`src/rtl/psum_accumulator.sv`:
```
// Partial-sum accumulator: sums ACC_LEN signed beats from the MAC array, applies
// optional ReLU, and queues completed sums in a show-ahead output FIFO.
module psum_accumulator #(
  parameter int bw_psum    = 22,
  parameter int bw_acc     = 26,
  parameter int ACC_LEN    = 8,
  parameter int FIFO_DEPTH = 4,
  parameter int RELU_EN    = 0
) (
  input  logic                      clk,
  input  logic                      reset_n,
  input  logic                      flush,
  input  logic                      in_valid,
  output logic                      in_ready,
  input  logic signed [bw_psum-1:0] in_psum,
  output logic                      out_valid,
  input  logic                      out_ready,
  output logic signed [bw_acc-1:0]  out_data,
  output logic                      busy
);

  localparam int CW = (ACC_LEN > 1) ? $clog2(ACC_LEN) : 1;
  localparam int PW = $clog2(FIFO_DEPTH);

  function automatic logic signed [bw_acc-1:0] relu(input logic signed [bw_acc-1:0] x);
    if ((RELU_EN != 0) && x[bw_acc-1]) return '0;
    return x;
  endfunction

  logic        [CW-1:0]     cnt;
  logic signed [bw_acc-1:0] acc;
  logic signed [bw_acc-1:0] mem [FIFO_DEPTH];
  logic        [PW-1:0]     wr_ptr;
  logic        [PW-1:0]     rd_ptr;
  logic        [PW:0]       count;

  logic signed [bw_acc-1:0] psum_ext_p0;
  logic signed [bw_acc-1:0] sum_p0;
  logic                     accept;
  logic                     last_beat;
  logic                     push;
  logic                     pop;

  // Stage p0: sign-extend the incoming beat and form the running sum
  assign psum_ext_p0 = {{(bw_acc-bw_psum){in_psum[bw_psum-1]}}, in_psum};
  assign sum_p0      = (cnt == '0) ? psum_ext_p0 : acc + psum_ext_p0;

  assign in_ready  = (count != (PW+1)'(FIFO_DEPTH));
  assign accept    = in_valid && in_ready;
  assign last_beat = (cnt == CW'(ACC_LEN-1));
  // A flushed final beat is dropped, so it must not reach the FIFO
  assign push      = accept && last_beat && !flush;
  assign out_valid = (count != '0);
  assign pop       = out_valid && out_ready;
  assign out_data  = out_valid ? mem[rd_ptr] : '0;
  assign busy      = (cnt != '0);

  always_ff @(posedge clk or negedge reset_n) begin
    if (!reset_n) begin
      cnt <= '0;
      acc <= '0;
    end else if (flush) begin
      cnt <= '0;
      acc <= '0;
    end else if (accept) begin
      acc <= sum_p0;
      cnt <= last_beat ? '0 : cnt + CW'(1);
    end
  end

  // Stage p1: completed sums enter the output FIFO
  always_ff @(posedge clk or negedge reset_n) begin
    if (!reset_n) begin
      for (int i = 0; i < FIFO_DEPTH; i++) mem[i] <= '0;
      wr_ptr <= '0;
      rd_ptr <= '0;
      count  <= '0;
    end else begin
      if (push) begin
        mem[wr_ptr] <= relu(sum_p0);
        wr_ptr      <= wr_ptr + PW'(1);
      end
      if (pop) rd_ptr <= rd_ptr + PW'(1);
      case ({push, pop})
        2'b10:   count <= count + (PW+1)'(1);
        2'b01:   count <= count - (PW+1)'(1);
        default: count <= count;
      endcase
    end
  end

endmodule

```
`config.mk`:
```
export PLATFORM = sky130hd
export DESIGN_NAME = psum_accumulator
export DESIGN_NICKNAME = d
export VERILOG_FILES = /design/src/rtl/psum_accumulator.sv
export SDC_FILE = /design/constraint.sdc
export NUM_CORES = 1
export LEC_CHECK = 0
export ABC_AREA = 0
export BUFFER_PORTS_ARGS = -buffer_cell sky130_fd_sc_hd__buf_2
export CAP_MARGIN = 40
export CORE_MARGIN = 1.5
export CORE_UTILIZATION = 55
export DETAILED_ROUTE_END_ITERATION = 7
export PLACE_DENSITY = 0.73
export SYNTH_ARGS = -nofsm -noshare
export SYNTH_HDL_FRONTEND = slang
export SYNTH_SLANG_ARGS = --single-unit
```
`constraint.sdc`:
```
create_clock -name clk -period 2.49 [get_ports clk]
set_input_delay 0.3735 -clock clk [delete_from_list [all_inputs] [get_ports clk]]
set_output_delay 0.3735 -clock clk [all_outputs]
set_load 0.01 [all_outputs]
```
Word-level counts from Yosys, hierarchy flattened
Index checks and enable logic that the tools add are counted.
- register bits: 140
- input bits: 27
- output and inout bits: 29
- logic and storage cells: 49
- $add $sub $neg: 6
- order comparisons: 3
- eq/ne operators: 4
- muxes and demuxes: 14
- bitwise gates (word level): 2
- reductions and logical operators: 11
- operators by type and width (operator ; count):
    26-bit two-way mux ; 7
    104-bit bitwise mux ; 1
    26-bit binary-select mux with 2-bit select ; 1
    26-bit demux with 2-bit select ; 1
    26-bit by 22-bit adder with 26-bit output ; 1
    3-bit two-way mux ; 3
    3-bit by 1-bit adder with 3-bit output (second input constant) ; 2
    3-bit greater-or-equal comparator (second input constant) ; 2
    2-bit NOT with 3-bit output ; 2
    3-bit one-hot mux with 2 select lines ; 1
    3-bit nonzero test ; 2
    1-bit logical AND ; 5
    2-bit by 1-bit adder with 2-bit output (second input constant) ; 2
    2-bit nonzero test ; 2
    3-bit == test (second input constant) ; 1
    3-bit zero test ; 1
    3-bit by 1-bit less-than comparator with 1-bit output (second input constant) ; 1
    3-bit != test (second input constant) ; 1
    3-bit by 1-bit subtractor with 3-bit output (second input constant) ; 1
    2-bit by 1-bit == test with 1-bit output (second input constant) ; 1
    2-bit == test (second input constant) ; 1
    1-bit zero test ; 1

Depth between registers and ports, before layout
Gate-level depths: netlist of the first run.
- depth after elaboration: 6
- mapped depth: 11
- mapped depth without buffers: 10

Worst setup path before layout of the first run
No wires, ideal clock.
- path kind: input to register
- start: in in_psum[0]
- end: reg mem[48] in the netlist's numbering
- setup time: 0.125 ns
- arrival: 2.389 ns
- required time: 2.365 ns
- setup slack: -0.024 ns
- cell stages on the path: 10
- path buffers: 0
- cells stage by stage: ha_1 > inv_1 > fa_1 > and2b_1 > o31ai_4 > a311oi_2 > nor3_4 > nor3_1 > nor3_4 > mux2_2
- cells in the longest elaborated chain, start to end: 3
- ends and longest elaborated chain (item ; RTL line ; source):
    from (decl) ; 15 ; input logic signed [bw_psum-1:0] in_psum,
    26-bit by 22-bit adder with 26-bit output ; 46 ; assign sum_p0 = (cnt == '0) ? psum_ext_p0 : acc + psum_ext_p0;
    26-bit two-way mux ; 46 ;
    104-bit bitwise mux ; 80 ; mem[wr_ptr] <= relu(sum_p0);
    to (signal, indexed assignment) ; 80 ;
    to (decl) ; 32 ; logic signed [bw_acc-1:0] mem [FIFO_DEPTH];
Every way passes these cells.
A chain may end at the register's enable or synchronous reset.

Worst setup path after layout of the first run
- start: reg acc[0]
- end: reg acc[18]
- cells in the longest elaborated chain, start to end: 4
- ends and longest elaborated chain (item ; RTL line ; source):
    from (decl) ; 31 ; logic signed [bw_acc-1:0] acc;
    from (signal assigned) ; 66 ; acc <= sum_p0;
    26-bit by 22-bit adder with 26-bit output ; 46 ;
    26-bit two-way mux ; 46 ;
    26-bit two-way mux ; 65 ; end else if (accept) begin
    26-bit two-way mux ; 62 ; end else if (flush) begin
Every way passes these cells. The select of a mux whose other input is x is not followed.

==> results.md, run 1 <==
* CTS clock-pin slew for the worst setup and hold paths at around 60 ps
* FF-to-FF path depth at 10
* Vias per Instance at roughly 6
* Final hold vios at 0
* Finish-stage setup viols at 29
* Largest net degree at the start of global routing at just under 70
* Max Root-Sink Buffers at 2
* R2R setup slack at -150 ps
* Most used DFF post-synth: dfrtp_1
* Util after Layout at between 70% and 80%
* N_diodes at 0
* HP Class: input pin to flop
* # port buffers at 55
* Clock tree root driver cell: clkbuf_16
* Post-synth EDFFs at 0
* First-pass GRT wire length at 35200 um
* Post-Syn Instances at ~840
* Die Ht at 125 um
* Critical path type: flop to flop
* Pre-Repair DR Iteration Count at 5
* Antenna violations before repair at 0
* FMAX at between 300 and 400 MHz
* Critical path required time at approximately 2800 ps
* WL per Instance at between 15 and 20 um
* Largest cells by area after synthesis: dfrtp_1 (43%), nand2_1 (7.4%), mux4_2 (7.1%)
* #FFs+latches synth at 140
* Initial core utilization at ~56%
* Die area at between 0.015 and 0.02 sq mm
* Num rows at 44
* Worst-Margin Slew at 631 ps
* Final min period at between 2000 and 3000 ps
* Total wire length at ~22000 um
* Skew-Pair Late Insertion Delay at about 420 ps
* # DRC at 0
* Final GP Congestion at roughly 0.91
* Routed Antenna Nets at 0
* I/O pin total at 56
* Core Box Area at 0.0145 sq mm
* Ratio of total power to cell area at 856 mW/mm^2
* Worst r2r src: acc[0]$_DFFE_PN0P_
* Post-DP HPWL at ~15000 um
* RR Endpoint: acc[18]$_DFFE_PN0P_
* Worst Hold Launch: flush
* Max_slew headroom at between 50% and 60%
* CTS tree: done
* PnR worst setup slack at -147 ps
* Depth of the CTS H-tree at 4
* Arr. time, crit path at between 2000 and 3000 ps
* Maximum vdd drop at 588 uV
* Vias in the first global route at roughly 7000
* Worst Path Max Fanout at 5
* Status: complete, but fails checks
* Worst setup EP type: flop
* Lkg Pwr at 4.75 nW
* Area leader, netlist: dfrtp_1
* Nets at 1018
* RSZ-0062 raised after global routing: true
* Max_cap viols at 0
* Post-Syn Area at a little over 0.008 sq mm
* Initial DRC Count at 479
* Vias at approximately 6900
* Remaining Overflow, GRT at 0
* Synthesized area per cell at 9.73 sq um
* Die width at around 130 um
* Commonest cells in the netlist: nand2_1 (161), dfrtp_1 (140), o21ai_0 (83), nor2_1 (57), a21oi_1 (36)
* Hold depth at 3
* Area grow syn2layout at 27.5%
* Most instantiated library cell after synthesis: nand2_1
* Overall power at between 0.008 and 0.009 W
* FFs w/ async S/R, synth at 100%
* Fin Clk Skew at between 9 and 10 ps
* Final slew viol count at 0
* GRT Total Usage at between 20% and 30%
* Failing checks: negative setup slack
* Total CTS buffers at 17
* Hold EP: acc[16]$_DFFE_PN0P_
* Final Cycle Share at 106%
* Cell variety after synth at 81
* Top-area cell type share of the netlist area at 42.8%
* Ratio of cells with drive above 1 in the final layout at about a third
* Post-synthesis sequential area ratio at 42.8%
* CTS sink count at 140
* Crit start category: flop
* Synth warn at 0
* Syn nets at between 900 and 1000
power by group:
group	switching (W)	internal (W)
logic	0.00205	0.00158
clock network	0.00105	0.00171
registers	0.000117	0.00243
repair_timing:
| item | 4_1_cts | 5_1_grt |
|---|---|---|
| endpoints found under the hold margin | 64 | 0 |
| buffers inserted | 3 | 14 |
| gates resized for setup | 36 | 75 |
| pin swaps | 26 | 31 |
| hold buffers | 1 | 0 |
| setup endpoints to repair | 60 | 83 |
cell type report:
cell class	instances	area, sq um
Clock buffer	19	433
Timing Repair Buffer	149	1120
Inverter	20	75.1
Sequential cell	140	3500
Clock inverter	13	205
Multi-Input combinational cell	628	4880
Fill cell	987	4090
Tap cell	184	230
kinds of logic (layout without fill, tap and decap cells):
| kind of cell | after synthesis | count (layout) | share of synthesized area, % |
|---|---|---|---|
| and+or+nand+nor | 305 | 305 | 17.4 |
| muxes | 46 | 46 | 9.98 |
| buffers and inverters | 74 | 201 | 3.90 |
| AOI/OAI and AO/OA | 225 | 225 | 18.5 |
| adders and majority gates | 35 | 35 | 5.53 |
| DFF | 140 | 140 | 42.8 |
| xor gates and xnor gates | 17 | 17 | 1.91 |
how the worst max path moves through the flow:
stage	startpoint	to	slack, ps	depth (start not counted)
floorplan	in_psum[0]	acc[16]$_DFFE_PN0P_	10	10
global placement	in_psum[0]	mem[38]$_DFFE_PN0P_	-350	12
detailed placement	in_psum[0]	mem[90]$_DFFE_PN0P_	-350	12
CTS	acc[0]$_DFFE_PN0P_	acc[18]$_DFFE_PN0P_	-130	10
global route	acc[0]$_DFFE_PN0P_	acc[14]$_DFFE_PN0P_	-270	13
finish	acc[0]$_DFFE_PN0P_	acc[18]$_DFFE_PN0P_	-150	10
placed cells by master, fill, tap and decap left out, drive strengths merged, types with 10 or more instances in the layout:
master  instances
inv            25
o21ai          92
nor3           11
and2           37
clkbuf         19
mux2i          11
ha             33
a211oi         20
nand2         161
xnor2          10
nor2           57
a21oi          38
mux4           26
dfrtp         140
a31oi          10
buf           148
through the flow:
step	hold WS (ps)	TNS (ps)	area, sq um	setup WS, ps	instances
finish	278	-2440	10400	-147	1153
global route	278	-7270	10400	-266	1153
CTS	260	-1550	9980	-132	1143
detailed placement	417	-15070	9160	-346	1107
global placement	405	-11500	9160	-348	1107
floorplan	77.9	0	8200	12.2	842
critical path, stage by stage, from the launching register on:
cell and delay, ps:
dfrtp_1 380, ha_2 180, inv_2 50, fa_2 190, and2b_2 240, o31ai_4 270, a311oi_4 190, or3_1 410
a21oi_2 170, xor2_2 130, a2111oi_2 300
sequential cells by signal, indices dropped and copies added (netlist names):
| register | flops |
|---|---|
| mem | 104 |
| cnt | 3 |
| count | 3 |
| acc | 26 |
| wr_ptr | 2 |
| rd_ptr | 2 |
metal layers:
| layer | part of all wire, % | vias to the layer above | GRT usage, % |
|---|---|---|---|
| met5 | 0 | - | 0 |
| met4 | 2.0 | 0 | 8.16 |
| met3 | 5.4 | 41 | 5.01 |
| met2 | 48 | 229 | 45.8 |
| met1 | 45 | 3427 | 39.1 |
| li1 | - | 3239 | - |
(Power assumes the default switching activity.)
==> run 2, diff against run 1 <==
--- a/config.mk
+++ b/config.mk
@@ -11,7 +11,7 @@
 export CORE_MARGIN = 1.5
 export CORE_UTILIZATION = 55
 export DETAILED_ROUTE_END_ITERATION = 7
-export PLACE_DENSITY = 0.73
+export PLACE_DENSITY = 0.74
 export SYNTH_ARGS = -nofsm -noshare
 export SYNTH_HDL_FRONTEND = slang
 export SYNTH_SLANG_ARGS = --single-unit
==> results.md, run 2 (synthesis results as in run 1) <==
* Vias at slightly above 7000
* PnR worst setup slack at -292 ps
* Skew-Pair Late Insertion Delay at about 430 ps
* Routed Antenna Nets at 0
* Fin area at 0.0106 sq mm
* Final hold vios at 0
* Worst setup EP type: flop
* Buf+Inv Stages, Crit Path at 1
* Crit path max-delay family: compound AO/OA/AOI/OAI gates
* Initial core utilization at between 50% and 60%
* Placed cell area at between 0.009 and 0.01 sq mm
* Lkg Pwr at just under 5 nW
* Critical path type: flop to flop
* Pre-Repair DR Iteration Count at 6
* Finish-stage setup viols at between 50 and 60
* Remaining Overflow, GRT at 0
* I/O pin total at between 50 and 60
* Clock power share at around 30%
* Maximum vdd drop at approximately 520 uV
* Post-DP HPWL at approximately 15000 um
* Critical path required time at 2800 ps
* Depth of the CTS H-tree at 4
* Most frequent cells in the layout: nand2_1 (160), dfrtp_1 (139), buf_4 (96)
* # DRC at 0
* Internal power at about 0.0057 W
* Ratio of total power to cell area at between 800 and 900 mW/mm^2
* Ratio of cells with drive above 1 in the final layout at between 30% and 40%
* Sequential Power Share at between 20% and 30%
* Worst Path Max Fanout at 5
* Max_cap viols at 0
* CTS tree: done
* Total wire length at roughly 23000 um
* Final slew viol count at 0
* Clock tree root driver cell: clkbuf_16
* Area grow syn2layout at 29.4%
* # port buffers at 55
* HP Class: input pin to flop
* CTS sink count at 140
* Max Root-Sink Buffers at 2
* Die width at 125 um
* Final Cycle Share at 112%
* Fin Clk Skew at 10.0 ps
* Failing checks: negative setup slack
* Largest regs: mem: 104 flops, acc: 26 flops
* CP max-delay cell: or3_1
* Arr. time, crit path at 3090 ps
* N_diodes at 0
* Die area at 0.0156 sq mm
* WL per Instance at a little under 20 um
* Final min period at about 2800 ps
* Overall power at 0.00904 W
* Vias per Instance at roughly 6.2
* Antenna violations before repair at 0
* Core Box Area at approximately 0.015 sq mm
* First-pass GRT wire length at 34900 um
* Status: complete, but fails checks
* Most common cell after layout, fill and taps aside: nand2_1
* Biggest register: mem
* Num rows at between 40 and 50
* Largest net degree at the start of global routing at a little under 60
* Combinational power share at 42.1%
* Initial DRC Count at 490
* Largest register FFs at 104
* Nets at 1036
* Total CTS buffers at 17
* Sw Ratio at roughly 37%
* Psw at around 0.0033 W
* CTS clock-pin slew for the worst setup and hold paths at about 60 ps
* Final GP Congestion at between 0.9 and 1
* Crit start category: flop
* RSZ-0062 raised after global routing: true
* Die Ht at around 130 um
* GRT Total Usage at between 20% and 30%
* DP Cell Count at approximately 1100
* Non-Filler Instances at approximately 1200
* Worst-Margin Slew at 819 ps
* Vias in the first global route at about 6800
* CP Cell Sequence: ha_2 -> inv_2 -> fa_2 -> and2b_2 -> o31ai_4 -> a311oi_4 -> or3_1 -> a21oi_2 -> xor2_2 -> a2111oi_2
* CP max stage delay at roughly 400 ps
* Max_slew headroom at about 45%
* Util after Layout at 72.9%
* FMAX at between 300 and 400 MHz
==> run 2: per-layer routing <==
metal  wire [um]  GRT usage [%]
met1        9770           39.2
met2       11200           44.8
met3        1410           4.79
met4         650           10.6
met5           0              0
==> run 2: area by class of cell <==
class	instances	area (sq um)
Multi-Input combinational cell	628	4950
Fill cell	999	3940
Sequential cell	140	3500
Timing Repair Buffer	167	1230
Clock buffer	20	447
Tap cell	184	230
Clock inverter	12	163
Inverter	20	75.1
==> run 2: stage by stage <==
step | hold WS (ps) | TNS, ps | worst slack, ps
after floorplan | 77.9 | 0 | 12.2
after global placement | 384 | -13260 | -331
after detailed placement | 385 | -17330 | -402
after CTS | 254 | -1620 | -151
after global routing | 272 | -11780 | -361
final | 276 | -5550 | -292
==> run 2: power groups by stage <==
stage | Sequential [W] | Combinational [W] | Clock [W]
floorplan | 0.00254 | 0.00201 | 0
global placement | 0.00263 | 0.00305 | 0
detailed placement | 0.00263 | 0.00310 | 0
CTS | 0.00260 | 0.00322 | 0.00265
global route | 0.00261 | 0.00408 | 0.00275
finish | 0.00259 | 0.00381 | 0.00265
==> run 2: path summary, 6_finish.rpt <==
kind	from	end	slack, ps	depth (start not counted)
worst max-delay path	acc[0]$_DFFE_PN0P_	acc[18]$_DFFE_PN0P_	-290	10
worst min-delay path	flush	acc[16]$_DFFE_PN0P_	280	3
worst max register to register	acc[0]$_DFFE_PN0P_	acc[18]$_DFFE_PN0P_	-290	10
worst min register to register	mem[59]$_DFFE_PN0P_	mem[59]$_DFFE_PN0P_	480	2
max in group asynchronous	reset_n	mem[50]$_DFFE_PN0P_	1350	3
min in group asynchronous	reset_n	mem[83]$_DFFE_PN0P_	480	2
==> run 2: worst min-delay path, cell delays in order <==
cell	delay [ps]
buf_2	90
inv_1	70
o221a_1	130
==> run 2: repair_timing <==
action | CTS | global route
endpoints found under the hold margin | 56 | 0
pin swaps | 21 | 58
setup endpoints to repair | 74 | 95
buffers inserted | 4 | 16
hold buffers | 1 | 0
resized for setup | 23 | 109
==> run 3, diff against run 2 <==
--- a/config.mk
+++ b/config.mk
@@ -12,6 +12,7 @@
 export CORE_UTILIZATION = 55
 export DETAILED_ROUTE_END_ITERATION = 7
 export PLACE_DENSITY = 0.74
+export SKIP_LAST_GASP = 1
 export SYNTH_ARGS = -nofsm -noshare
 export SYNTH_HDL_FRONTEND = slang
 export SYNTH_SLANG_ARGS = --single-unit
==> results.md, run 3 (synthesis results as in run 1) <==
* GRT Total Usage at between 20% and 30%
* Worst-Margin Slew at about 740 ps
* CTS clock-pin slew for the worst setup and hold paths at roughly 60 ps
* Pre-Repair DR Iteration Count at 5
* Total wire length at between 20000 and 25000 um
* Worst setup EP type: flop
* Fin Clk Skew at just over 10 ps
* Skew-Pair Late Insertion Delay at roughly 430 ps
* Initial DRC Count at around 580
* CP Cell Sequence: ha_2 -> inv_2 -> fa_2 -> and2b_2 -> o31ai_4 -> a311oi_4 -> or3_1 -> a21oi_2 -> xor2_2 -> a2111oi_2
* DP Cell Count at approximately 1100
* Ratio of total power to cell area at roughly 850 mW/mm^2
* Final GP Congestion at roughly 0.96
* Psw at roughly 0.0033 W
* Max Root-Sink Buffers at 2
* WL per Instance at around 20 um
* First-pass GRT wire length at 34800 um
* Vias per Instance at ~6.2
* Largest register FFs at 104
* Critical path required time at roughly 2800 ps
* Most frequent cells in the layout: nand2_1 (161), dfrtp_1 (139), buf_4 (98)
* Internal power at around 0.0057 W
* Setup TNS Final at -6300 ps
* Die width at roughly 130 um
* Crit path max-delay family: compound AO/OA/AOI/OAI gates
* CP max stage delay at between 300 and 400 ps
* Area grow syn2layout at 29.0%
* Vias in the first global route at 6760
* Ratio of cells with drive above 1 in the final layout at 34.0%
* Die area at 0.0156 sq mm
* Status: complete, but fails checks
* Crit start category: flop
* Routed Antenna Nets at 0
* Vias at slightly above 7000
* # DRC at 0
* Antenna violations before repair at 0
* Critical path type: flop to flop
* Failing checks: negative setup slack
* Post-DP HPWL at 14700 um
* Max_cap viols at 0
* Final slew viol count at 0
* Finish-stage setup viols at between 50 and 60
* Final min period at between 2000 and 3000 ps
* N_diodes at 0
* Num rows at between 40 and 50
* CTS tree: done
* PnR worst setup slack at -240 ps
* Final hold vios at 0
* Combinational power share at 42.0%
* CP max-delay cell: dfrtp_1
* I/O pin total at 56
* CTS sink count at 140
* RSZ-0062 raised after global routing: true
* Initial core utilization at roughly 56%
* Max_slew headroom at between 50% and 60%
* Buf+Inv Stages, Crit Path at 1
* Clock tree root driver cell: clkbuf_16
* Depth of the CTS H-tree at 4
* Die Ht at between 100 and 150 um
* Most common cell after layout, fill and taps aside: nand2_1
* Lkg Pwr at just under 5 nW
* Final Cycle Share at 110%
* Maximum vdd drop at ~450 uV
* Place WS at -402 ps
* Largest regs: mem: 104 flops, acc: 26 flops
* Non-Filler Instances at around 1200
* Largest net degree at the start of global routing at around 60
* Sequential Power Share at between 20% and 30%
* Nets at roughly 1000
* Remaining Overflow, GRT at 0
* Clock power share at around 29%
* Core Box Area at 0.0145 sq mm
* Sw Ratio at about 37%
* HP Class: input pin to flop
* FMAX at 366 MHz
* Biggest register: mem
* Worst Path Max Fanout at 5
* Total CTS buffers at 17
* Arr. time, crit path at between 3000 and 4000 ps
* Layout filler cell count at ~1000
* # port buffers at 55
run 3: layout make-up:
type / instances / area [sq um] / share of cell area, %
inverter: 20 / 75.1 / 0.710
tap: 184 / 230 / 2.18
clock inverter: 12 / 163 / 1.54
timing repair buffer: 167 / 1230 / 11.6
sequential: 140 / 3500 / 33.2
clock buffer: 20 / 447 / 4.23
multi-input combinational: 628 / 4920 / 46.6
run 3: routing by layer:
layer	vias up	share of wire, %	GRT usage (%)
met2	313	48	44.6
li1	3294	-	-
met1	3542	43	39.0
met3	66	6.2	4.79
met5	-	0	0
met4	0	2.9	10.5
run 3: timing repair:
action,CTS,global route
setup buffers,4,16
hold buffers,1,0
pin swaps,20,54
resized for setup,22,98
endpoints found under the setup margin,74,95
endpoints found under the hold margin,56,0
run 3: power groups by stage:
stage	Sequential [W]	Clock, W	Combinational [W]
after floorplan	0.00254	0	0.00201
after global placement	0.00263	0	0.00305
after detailed placement	0.00263	0	0.00310
after CTS	0.00260	0.00265	0.00322
after global routing	0.00261	0.00275	0.00407
final	0.00259	0.00265	0.00379
run 3: worst reg2reg max path: stages (launching register included):
cell	delay, ps
dfrtp_1	390
ha_2	190
inv_2	60
fa_2	200
and2b_2	250
o31ai_4	310
a311oi_4	180
or3_1	390
a21oi_2	210
xor2_2	140
a2111oi_2	300
run 3: through the flow:
step                utilization (%)  hold WS (ps)  area (sq um)  total power [W]
floorplan                         -          77.9          8200          0.00455
global placement               63.6           384          9250          0.00568
detailed placement             63.6           385          9250          0.00573
CTS                            68.7           254          9980          0.00847
global route                   72.7           273         10600          0.00943
finish                         72.7           275         10600          0.00903
run 3: worst paths after layout:
| kind | start | to | slack (ps) | cells past startpoint |
|---|---|---|---|---|
| setup reg to reg | acc[0]$_DFFE_PN0P_ | acc[18]$_DFFE_PN0P_ | -240 | 10 |
| hold reg to reg | mem[10]$_DFFE_PN0P_ | mem[10]$_DFFE_PN0P_ | 480 | 2 |
| setup / recovery | acc[0]$_DFFE_PN0P_ | acc[18]$_DFFE_PN0P_ | -240 | 10 |
| max in group asynchronous | reset_n | acc[24]$_DFFE_PN0P_ | 1360 | 3 |
| min in group asynchronous | reset_n | mem[83]$_DFFE_PN0P_ | 490 | 2 |
| hold / removal | flush | acc[16]$_DFFE_PN0P_ | 280 | 3 |
